**config.mk**
```make
export PLATFORM = sky130hd
export DESIGN_NAME = lcg_rng_arbiter
export DESIGN_NICKNAME = d
export VERILOG_FILES = /design/src/rtl/lcg_rng_arbiter.sv
export SDC_FILE = /design/constraint.sdc
export NUM_CORES = 1
export LEC_CHECK = 0
export BUFFER_PORTS_ARGS = -buffer_cell sky130_fd_sc_hd__buf_4
export CELL_PAD_IN_SITES_DETAIL_PLACEMENT = 1
export CELL_PAD_IN_SITES_GLOBAL_PLACEMENT = 2
export CORE_ASPECT_RATIO = 0.75
export CORE_UTILIZATION = 40
export DETAILED_ROUTE_END_ITERATION = 7
export PLACE_DENSITY_LB_ADDON = 0.1
export SYNTH_ARGS = -nofsm -noshare
export SYNTH_HDL_FRONTEND = slang
export SYNTH_SLANG_ARGS = --single-unit
```
**constraint.sdc**
```tcl
create_clock -name clk_i -period 11.95 [get_ports clk_i]
set_input_delay 0.5975 -clock clk_i [delete_from_list [all_inputs] [get_ports clk_i]]
set_output_delay 0.5975 -clock clk_i [all_outputs]
set_load 0.02 [all_outputs]
```
**src/rtl/lcg_rng_arbiter.sv**
```systemverilog
// lcg_rng_arbiter: one 16-bit linear congruential generator shared by NUM_REQ
// requesters through a round-robin arbiter. Each grant hands out the current
// generator word and advances the generator, so no word is given twice.
// A seed reload, and reset, restart a warm-up phase that discards the first
// WARMUP_CYCLES generator outputs before requests are served.
//
// Handshake: req_i[k] is a level request held by requester k until it sees
// gnt_o[k]. gnt_o is a registered one-hot pulse lasting one cycle. The word in
// rand_data_o belongs to the gnt_o holder in that same cycle, and rand_valid_o
// equals |gnt_o. A requester still asserting req_i after its grant stays
// eligible, but the pointer has already moved past it.
module lcg_rng_arbiter #(
    parameter int              NUM_REQ       = 4,
    parameter int              WIDTH         = 16,
    parameter int              MULT          = 25173,
    parameter int              INCR          = 13849,
    parameter logic [WIDTH-1:0] SEED_DEFAULT = WIDTH'(16'h1234),
    parameter int              WARMUP_CYCLES = 4
) (
    input  logic               clk_i,
    input  logic               rst_i,
    input  logic               seed_load_i,
    input  logic [WIDTH-1:0]   seed_val_i,
    input  logic [NUM_REQ-1:0] req_i,
    output logic [NUM_REQ-1:0] gnt_o,
    output logic               rand_valid_o,
    output logic [WIDTH-1:0]   rand_data_o,
    output logic               busy_o,
    output logic               dbg_fsm_o      // 1 = WARM, 0 = RUN
);

    localparam int PW  = (NUM_REQ > 1) ? $clog2(NUM_REQ) : 1;
    localparam int PW1 = PW + 1;
    localparam int WCW = $clog2(WARMUP_CYCLES + 1);

    localparam logic [WIDTH-1:0] MULT_W = WIDTH'(MULT);
    localparam logic [WIDTH-1:0] INCR_W = WIDTH'(INCR);
    localparam logic [PW:0]      NR_W   = PW1'(NUM_REQ);
    localparam logic [WCW-1:0]   WU_W   = WCW'(WARMUP_CYCLES);

    typedef enum logic {
        RUN_S  = 1'b0,
        WARM_S = 1'b1
    } fsm_t;

    fsm_t               fsm_q;
    logic [WIDTH-1:0]   state_q;
    logic [WCW-1:0]     wcnt_q;
    logic [PW-1:0]      ptr_q;
    logic [NUM_REQ-1:0] gnt_q;
    logic               valid_q;
    logic [WIDTH-1:0]   data_q;

    logic [WIDTH-1:0]   state_d;
    logic               found_d;
    logic [PW-1:0]      winner_d;
    logic [PW-1:0]      ptr_d;
    logic [NUM_REQ-1:0] gnt_d;
    logic [PW:0]        cand;
    logic [PW:0]        ptr_inc;

    // Generator step: product truncated to WIDTH bits, wraps naturally.
    always_comb begin
        state_d = state_q * MULT_W + INCR_W;
    end

    // Round-robin search: first asserted request at or after ptr_q, wrapping.
    always_comb begin
        found_d  = 1'b0;
        winner_d = '0;
        cand     = '0;
        for (int i = 0; i < NUM_REQ; i++) begin
            cand = {1'b0, ptr_q} + PW1'(i);
            if (cand >= NR_W) begin
                cand = cand - NR_W;
            end
            if (!found_d && req_i[cand[PW-1:0]]) begin
                found_d  = 1'b1;
                winner_d = cand[PW-1:0];
            end
        end
    end

    // Grant vector and the pointer position just past the winner.
    always_comb begin
        gnt_d   = {{(NUM_REQ-1){1'b0}}, 1'b1} << winner_d;
        ptr_inc = {1'b0, winner_d} + PW1'(1);
        if (ptr_inc == NR_W) begin
            ptr_inc = '0;
        end
        ptr_d = ptr_inc[PW-1:0];
    end

    // Control FSM: warm-up discard, then serve one request per cycle; seed wins.
    always_ff @(posedge clk_i or posedge rst_i) begin
        if (rst_i) begin
            fsm_q   <= WARM_S;
            state_q <= SEED_DEFAULT;
            wcnt_q  <= WU_W;
            ptr_q   <= '0;
            gnt_q   <= '0;
            valid_q <= 1'b0;
            data_q  <= '0;
        end else begin
            gnt_q   <= '0;
            valid_q <= 1'b0;
            case (fsm_q)
                WARM_S: begin
                    if (seed_load_i) begin
                        state_q <= seed_val_i;
                        wcnt_q  <= WU_W;
                    end else begin
                        state_q <= state_d;
                        wcnt_q  <= wcnt_q - WCW'(1);
                        if (wcnt_q == WCW'(1)) begin
                            fsm_q <= RUN_S;
                        end
                    end
                end
                RUN_S: begin
                    if (seed_load_i) begin
                        state_q <= seed_val_i;
                        wcnt_q  <= WU_W;
                        fsm_q   <= WARM_S;
                    end else if (found_d) begin
                        gnt_q   <= gnt_d;
                        valid_q <= 1'b1;
                        data_q  <= state_q;
                        state_q <= state_d;
                        ptr_q   <= ptr_d;
                    end
                end
                default: begin
                    fsm_q <= WARM_S;
                end
            endcase
        end
    end

    assign gnt_o        = gnt_q;
    assign rand_valid_o = valid_q;
    assign rand_data_o  = data_q;
    assign busy_o       = (fsm_q == WARM_S);
    assign dbg_fsm_o    = fsm_q;

endmodule

```
==> summary.txt, run 1 <==
Timing
  – Setup-failing EPs final: 0
  – Minimum clock period: 4773 ps
  – Fin Setup TNS: 0 ps
  – Max-slew violations: 0
  – Final hold vios: 0
  – Clock Skews: 4.690 ps
  – Slew Limit Headroom: 54.37%
  – Max Freq: 0.2095 GHz
  – Unrepaired setup endpoints after global routing: false
  – Period utilization: 39.95%
  – Worst slew pin tran: 682.8 ps

Clock tree
  – Later-pin clock latency in the skew report: 290 ps
  – Clock Tree Buf Depth: 2
  – Total number of H-tree levels: 2
  – Cts repair resizes: 0
  – Clock buffer count from CTS: 5
  – CTS tree: done
  – Root Buffer: clkbuf_16
  – Clock sinks: 43
  – Post-CTS setup buffers: 0
  – Hold Buf Count CTS: 0
  – Reg clk slew, reported paths: 70 ps

Placement
  – Port bufs: 45
  – Placed wire-length estimate: 8.448 mm
  – GP Congestion: 0.8791

GRT
  – Grt ovf: 0
  – GR Util All Layers: 23.03%
  – Vias in the first global route: 3026
  – First-pass GRT wire length: 16.97 mm
  – Initial antenna violation count: 0
  – Largest net degree at the start of global routing: 44

Worst setup path
  – Worst Setup End Kind: flop
  – WS Path Type: flop to flop
  – Arr. time, crit path: 4950 ps
  – Crit path max fanout: 5
  – CP Launch Type: flop
  – CP Data Required Time: 12120 ps
  – Reg2reg setup slack: 7180 ps

Synth
  – Mapped Cells: 399
  – Asr flop ratio synth: 100.0%
  – Synth warnings: 0
  – Mapped Nets: 513
  – Number of enable flip-flop cells after synthesis: 0
  – #FFs+latches synth: 43
  – Main flop type after synthesis: dfrtp_1
  – Sequential share of the synthesized area: 28.15%
  – Avg Inst Size Synth: 9.658 um2
  – Post-Syn Area: 3854 um2
  – Post-synth cell types: 46

Die
  – Starting Density: 41.90%
  – Total Die Area: 10040 um2
  – Num rows: 30
  – Core ar.: 9196 um2
  – Die Ht: 87.01 um
  – Chip width: 115.3 um
  – Num ports: 46

Flow run
  – Max-cap violations: 0

Layout
  – Most frequent cells in the layout: 64 x ha_1, 59 x nand2_1, 54 x inv_1
  – Layout cell share with drive strength beyond 1: 14.45%
  – Layout Nets: 556
  – Diodes inserted: 0
  – FILL cells: 1073
  – Most common cell after layout, fill and taps aside: ha_1
  – Area delta synth->final: 16.33%

Drt
  – Remaining routing DRC violations: 0
  – Vias after detailed routing: 2856
  – ANT nets after route: 0
  – Pre-antenna DRT Iters: 4
  – First DRT Iteration DRCs: 109
  – DR WL/cell: 18.11 um
  – Post-Route WL: 10.34 mm
  – Via density: 5.002

Status
  – Outcome: completed

Worst hold path
  – Hold crit path type: input port to async pin
-- layer usage --
metal / global-route usage, % / wire length, um
met4: 3.188 / 42
met5: 0 / 0
met1: 36.24 / 5571
met2: 32.88 / 4246
met3: 4.454 / 479
-- area by class of cell --
| type | instances | area [um2] | share of cell area (%) |
|---|---|---|---|
| multi-input combinational | 290 | 2505 | 55.87 |
| sequential | 43 | 1085 | 24.20 |
| timing repair buffer | 46 | 345.3 | 7.703 |
| inverter | 56 | 210.2 | 4.689 |
| tap | 128 | 160.2 | 3.572 |
| clock buffer | 6 | 138.9 | 3.098 |
| clock inverter | 2 | 38.79 | 0.8652 |
-- Yosys cell counts, drive strengths merged (3+ instances only) --
| cell | instances | area share, % |
|---|---|---|
| nor2 | 16 | 1.6 |
| fa | 27 | 14 |
| o21ai | 24 | 3.2 |
| ha | 64 | 21 |
| buf | 9 | 1.3 |
| xnor2 | 21 | 4.8 |
| mux2i | 5 | 1.3 |
| xor2 | 7 | 1.6 |
| nor3 | 3 | 0.68 |
| dfstp | 7 | 4.8 |
| a21oi | 17 | 2.2 |
| and3 | 5 | 0.81 |
| a22oi | 4 | 0.78 |
| o22ai | 4 | 0.65 |
| inv | 55 | 5.4 |
| nand3 | 4 | 0.52 |
| nand2 | 59 | 5.7 |
| o21a | 4 | 0.78 |
| dfrtp | 36 | 23 |
-- worst paths after layout --
path	endpoint	depth (start not counted)	from
max in group asynchronous	gnt_o[0]$_DFF_PP0_	3	rst_i
max	state_q[14]$_DFFE_PP0P_	18	state_q[6]$_DFFE_PP0P_
min in group clk_i	rand_data_o[9]$_DFFE_PP0P_	2	rand_data_o[9]$_DFFE_PP0P_
max reg2reg	state_q[14]$_DFFE_PP0P_	18	state_q[6]$_DFFE_PP0P_
min	rand_data_o[9]$_DFFE_PP0P_	3	rst_i
min reg2reg	rand_data_o[9]$_DFFE_PP0P_	2	rand_data_o[9]$_DFFE_PP0P_
-- worst max-delay path: stages (launching register included) --
cell and delay (ps):
dfrtp_1 500, ha_1 390, xor2_1 180, ha_1 260
ha_1 280, inv_1 40, fa_1 470, inv_1 60
fa_1 540, inv_1 70, fa_1 530, inv_1 40
ha_1 350, o21ai_0 210, a21boi_0 130, o21ai_0 180
o2bb2ai_1 150, xor2_1 180, a21oi_1 90
-- flip-flops by register name (all words and copies together), names as in the netlist --
name	flops
rand_data_o	16
state_q	16
gnt_o	4
wcnt_q	3
ptr_q	2
busy_o	1
rand_valid_o	1
-- per-stage QoR --
step | instances | util, % | cell area, um2 | hold slack [ps] | worst slack (ps)
3_5_place_dp | 563 | 46.82 | 4305 | 464.0 | 7218
3_3_place_gp | 563 | 46.82 | 4305 | 462.8 | 7282
5_1_grt | 571 | 48.75 | 4483 | 501.9 | 6952
6_report | 571 | 48.75 | 4483 | 463.3 | 7177
4_1_cts | 571 | 48.75 | 4483 | 478.1 | 7209
2_1_floorplan | 399 | - | 3854 | 465.5 | 7574
-- kinds of logic (layout without fill, tap and decap cells) --
kind of cell / count (synthesis) / in the layout / synth area share [%]
flops: 43 / 43 / 28.15
compound gates: 68 / 68 / 10.71
mux: 5 / 5 / 1.299
buf+inv: 66 / 110 / 6.850
xor+xnor: 29 / 29 / 6.948
fa+ha+maj: 91 / 91 / 34.81
simple gates: 97 / 97 / 11.23
Power of run 1 is not shown: default switching activity piles up to over one toggle a cycle in this logic, so the estimate is an artifact.
==> run 2, diff against run 1 <==
--- a/config.mk
+++ b/config.mk
@@ -9,7 +9,7 @@
 export CELL_PAD_IN_SITES_DETAIL_PLACEMENT = 1
 export CELL_PAD_IN_SITES_GLOBAL_PLACEMENT = 2
 export CORE_ASPECT_RATIO = 0.75
-export CORE_UTILIZATION = 40
+export CORE_UTILIZATION = 38
 export DETAILED_ROUTE_END_ITERATION = 7
 export PLACE_DENSITY_LB_ADDON = 0.1
 export SYNTH_ARGS = -nofsm -noshare
==> constraint.sdc (replaced) <==
create_clock -name clk_i -period 4.66 [get_ports clk_i]
set_input_delay 0.233 -clock clk_i [delete_from_list [all_inputs] [get_ports clk_i]]
set_output_delay 0.233 -clock clk_i [all_outputs]
set_load 0.02 [all_outputs]
==> run 2 against run 1 <==
- sequential cell count is the same
- worst setup slack lost 7000 ps
- clock skew shrank 2.9 ps
- sequential share of layout area shrank 0.60 points
- via count grew 3.4%
- critical path depth shrank 2
- die area grew 5.2%
- non-clock buffer count grew 14
- global-route usage shrank 2.8 points
- largest cell class unchanged
==> summary.txt, run 2 (same netlist as run 1, synthesis figures left out) <==
GRT
  – GR Util All Layers: 20.27% (-2.8 points)
  – First-pass GRT wire length: 16.08 mm (-5.2%)
  – Largest net degree at the start of global routing: 44 (unchanged)
  – Initial antenna violation count: 0 (unchanged)
  – Vias in the first global route: 3097 (+2.3%)
  – Grt ovf: 0 (unchanged)

Clock tree
  – Clock buffer count from CTS: 5 (unchanged)
  – Reg clk slew, reported paths: 60 ps (about the same)
  – CTS tree: done
  – Total number of H-tree levels: 2 (unchanged)
  – Cts repair resizes: 0 (unchanged)
  – Post-CTS setup buffers: 0 (unchanged)
  – Clock sinks: 43 (unchanged)
  – Hold Buf Count CTS: 0 (unchanged)
  – Clock Tree Buf Depth: 2 (unchanged)
  – Later-pin clock latency in the skew report: 280 ps (about the same)
  – Root Buffer: clkbuf_16

Die
  – Num rows: 31 (+3.3%)
  – Die Ht: 89.21 um (+2.5%)
  – Total Die Area: 10550 um2 (+5.2%)
  – Core ar.: 9736 um2 (+5.9%)
  – Num ports: 46 (unchanged)
  – Chip width: 118.3 um (+2.6%)
  – Starting Density: 39.58% (-2.3 points)

Placement
  – Port bufs: 45 (unchanged)
  – GP Congestion: 0.8259 (-6.1%)
  – Pre-CTS setup slack: 112.9 ps (-7105 ps)
  – Placed wire-length estimate: 8.314 mm (-1.6%)

Layout
  – Area delta synth->final: 19.42%
  – Layout Nets: 570 (+2.5%)
  – Layout cell share with drive strength beyond 1: 17.72% (+3.3 points)
  – Most common cell after layout, fill and taps aside: ha_1
  – Diodes inserted: 0 (unchanged)
  – Most frequent cells in the layout: 62 x ha_1, 60 x buf_4, 59 x nand2_1
  – FILL cells: 1132 (+5.5%)
  – Util after Layout: 47.27% (-1.5 points)

Worst hold path
  – Hold crit path type: input port to async pin

Timing
  – Max Freq: 0.2222 GHz (+6.1%)
  – Worst slew pin tran: 731.1 ps (+48.27 ps)
  – PnR worst setup slack: 159.1 ps (-7017 ps)
  – Slew Limit Headroom: 51.14% (-3.2 points)
  – Unrepaired setup endpoints after global routing: false
  – Fin Setup TNS: 0 ps (unchanged)
  – Setup-failing EPs final: 0 (unchanged)
  – Minimum clock period: 4501 ps (-272.5 ps)
  – Clock Skews: 1.789 ps (-2.902 ps)
  – Final hold vios: 0 (unchanged)
  – Max-slew violations: 0 (unchanged)
  – Period utilization: 96.59% (+57 points)

Worst setup path
  – WS Path Type: flop to flop
  – Top cell by count, worst path: ha_1
  – Worst Setup End Kind: flop
  – Cells along the critical path: ha_1 > ha_1 > ha_1 > ha_1 > fa_1 > inv_1 > fa_1 > inv_1 > ha_1 > nand3_1 > a21oi_1 > buf_4 > o311ai_0 > buf_4 > mux2i_1 > nor2_1
  – CP Data Required Time: 4870 ps (-7250 ps)
  – Arr. time, crit path: 4710 ps (-240 ps)
  – CP max stage delay: 590 ps (+50 ps)
  – CP max-delay cell: dfstp_2
  – CP Launch Type: flop
  – Crit path max fanout: 5 (unchanged)

Drt
  – DR WL/cell: 16.97 um (-6.3%)
  – Post-Route WL: 9.993 mm (-3.3%)
  – Pre-antenna DRT Iters: 4 (unchanged)
  – Vias after detailed routing: 2954 (+3.4%)
  – First DRT Iteration DRCs: 137 (+26%)
  – Via density: 5.015 (+0.27%)
  – ANT nets after route: 0 (unchanged)
  – Remaining routing DRC violations: 0 (unchanged)

Status
  – Outcome: completed

Flow run
  – Max-cap violations: 0 (unchanged)
## run 2: changes by cell type in the layout (fill, tap and decap cells not counted), moves of 2 or more
cell	delta
o21ai_1	+3
ha_1	-2
o21ai_0	-3
ha_4	+2
buf_4	+14
## run 2: final cells by class
type / instances / area (um2) / area share (%)
clock buffers: 8 / 156.4 / 3.399
multi-input cells: 290 / 2534 / 55.06
well taps: 132 / 165.2 / 3.589
flip-flops and latches: 43 / 1086 / 23.60
repair buffers: 60 / 450.4 / 9.788
inverters: 56 / 210.2 / 4.568
## run 2: worst paths after layout
check | startpoint | slack, ps | cells past startpoint | end
min in group clk_i | seed_val_i[0] | 180 | 3 | state_q[0]$_DFFE_PP0P_
max in group asynchronous | rst_i | 4150 | 3 | state_q[6]$_DFFE_PP0P_
max reg2reg | state_q[5]$_DFFE_PP1P_ | 160 | 16 | state_q[12]$_DFFE_PP1P_
max | state_q[5]$_DFFE_PP1P_ | 160 | 16 | state_q[12]$_DFFE_PP1P_
min | rst_i | 90 | 3 | rand_valid_o$_DFF_PP0_
min reg2reg | rand_data_o[7]$_DFFE_PP0P_ | 470 | 2 | rand_data_o[7]$_DFFE_PP0P_
## run 2: worst max-delay path: cells and delay by family (launching register included)
| kind | cells | cell delay [ps] |
|---|---|---|
| mux | 1 | 180 |
| flops | 1 | 590 |
| simple gates | 2 | 180 |
| compound gates | 2 | 420 |
| buf+inv | 4 | 450 |
| fa+ha+maj | 7 | 2610 |
## run 2: metal layers
metal  wire length (um)  GRT usage [%]
met1               5076          28.99
met2               4444          32.41
met3                408          4.082
met4                 63          3.147
met5                  0              0
## run 2: through the flow
stage | hold WS, ps | cell area (um2) | instances
2_1_floorplan | 354.0 | 3854 | 399
3_3_place_gp | 415.6 | 4415 | 581
3_5_place_dp | 417.4 | 4415 | 581
4_1_cts | 115.3 | 4572 | 589
5_1_grt | 151.2 | 4602 | 589
6_report | 89.24 | 4602 | 589
Power of run 2 is left out for the same reason.
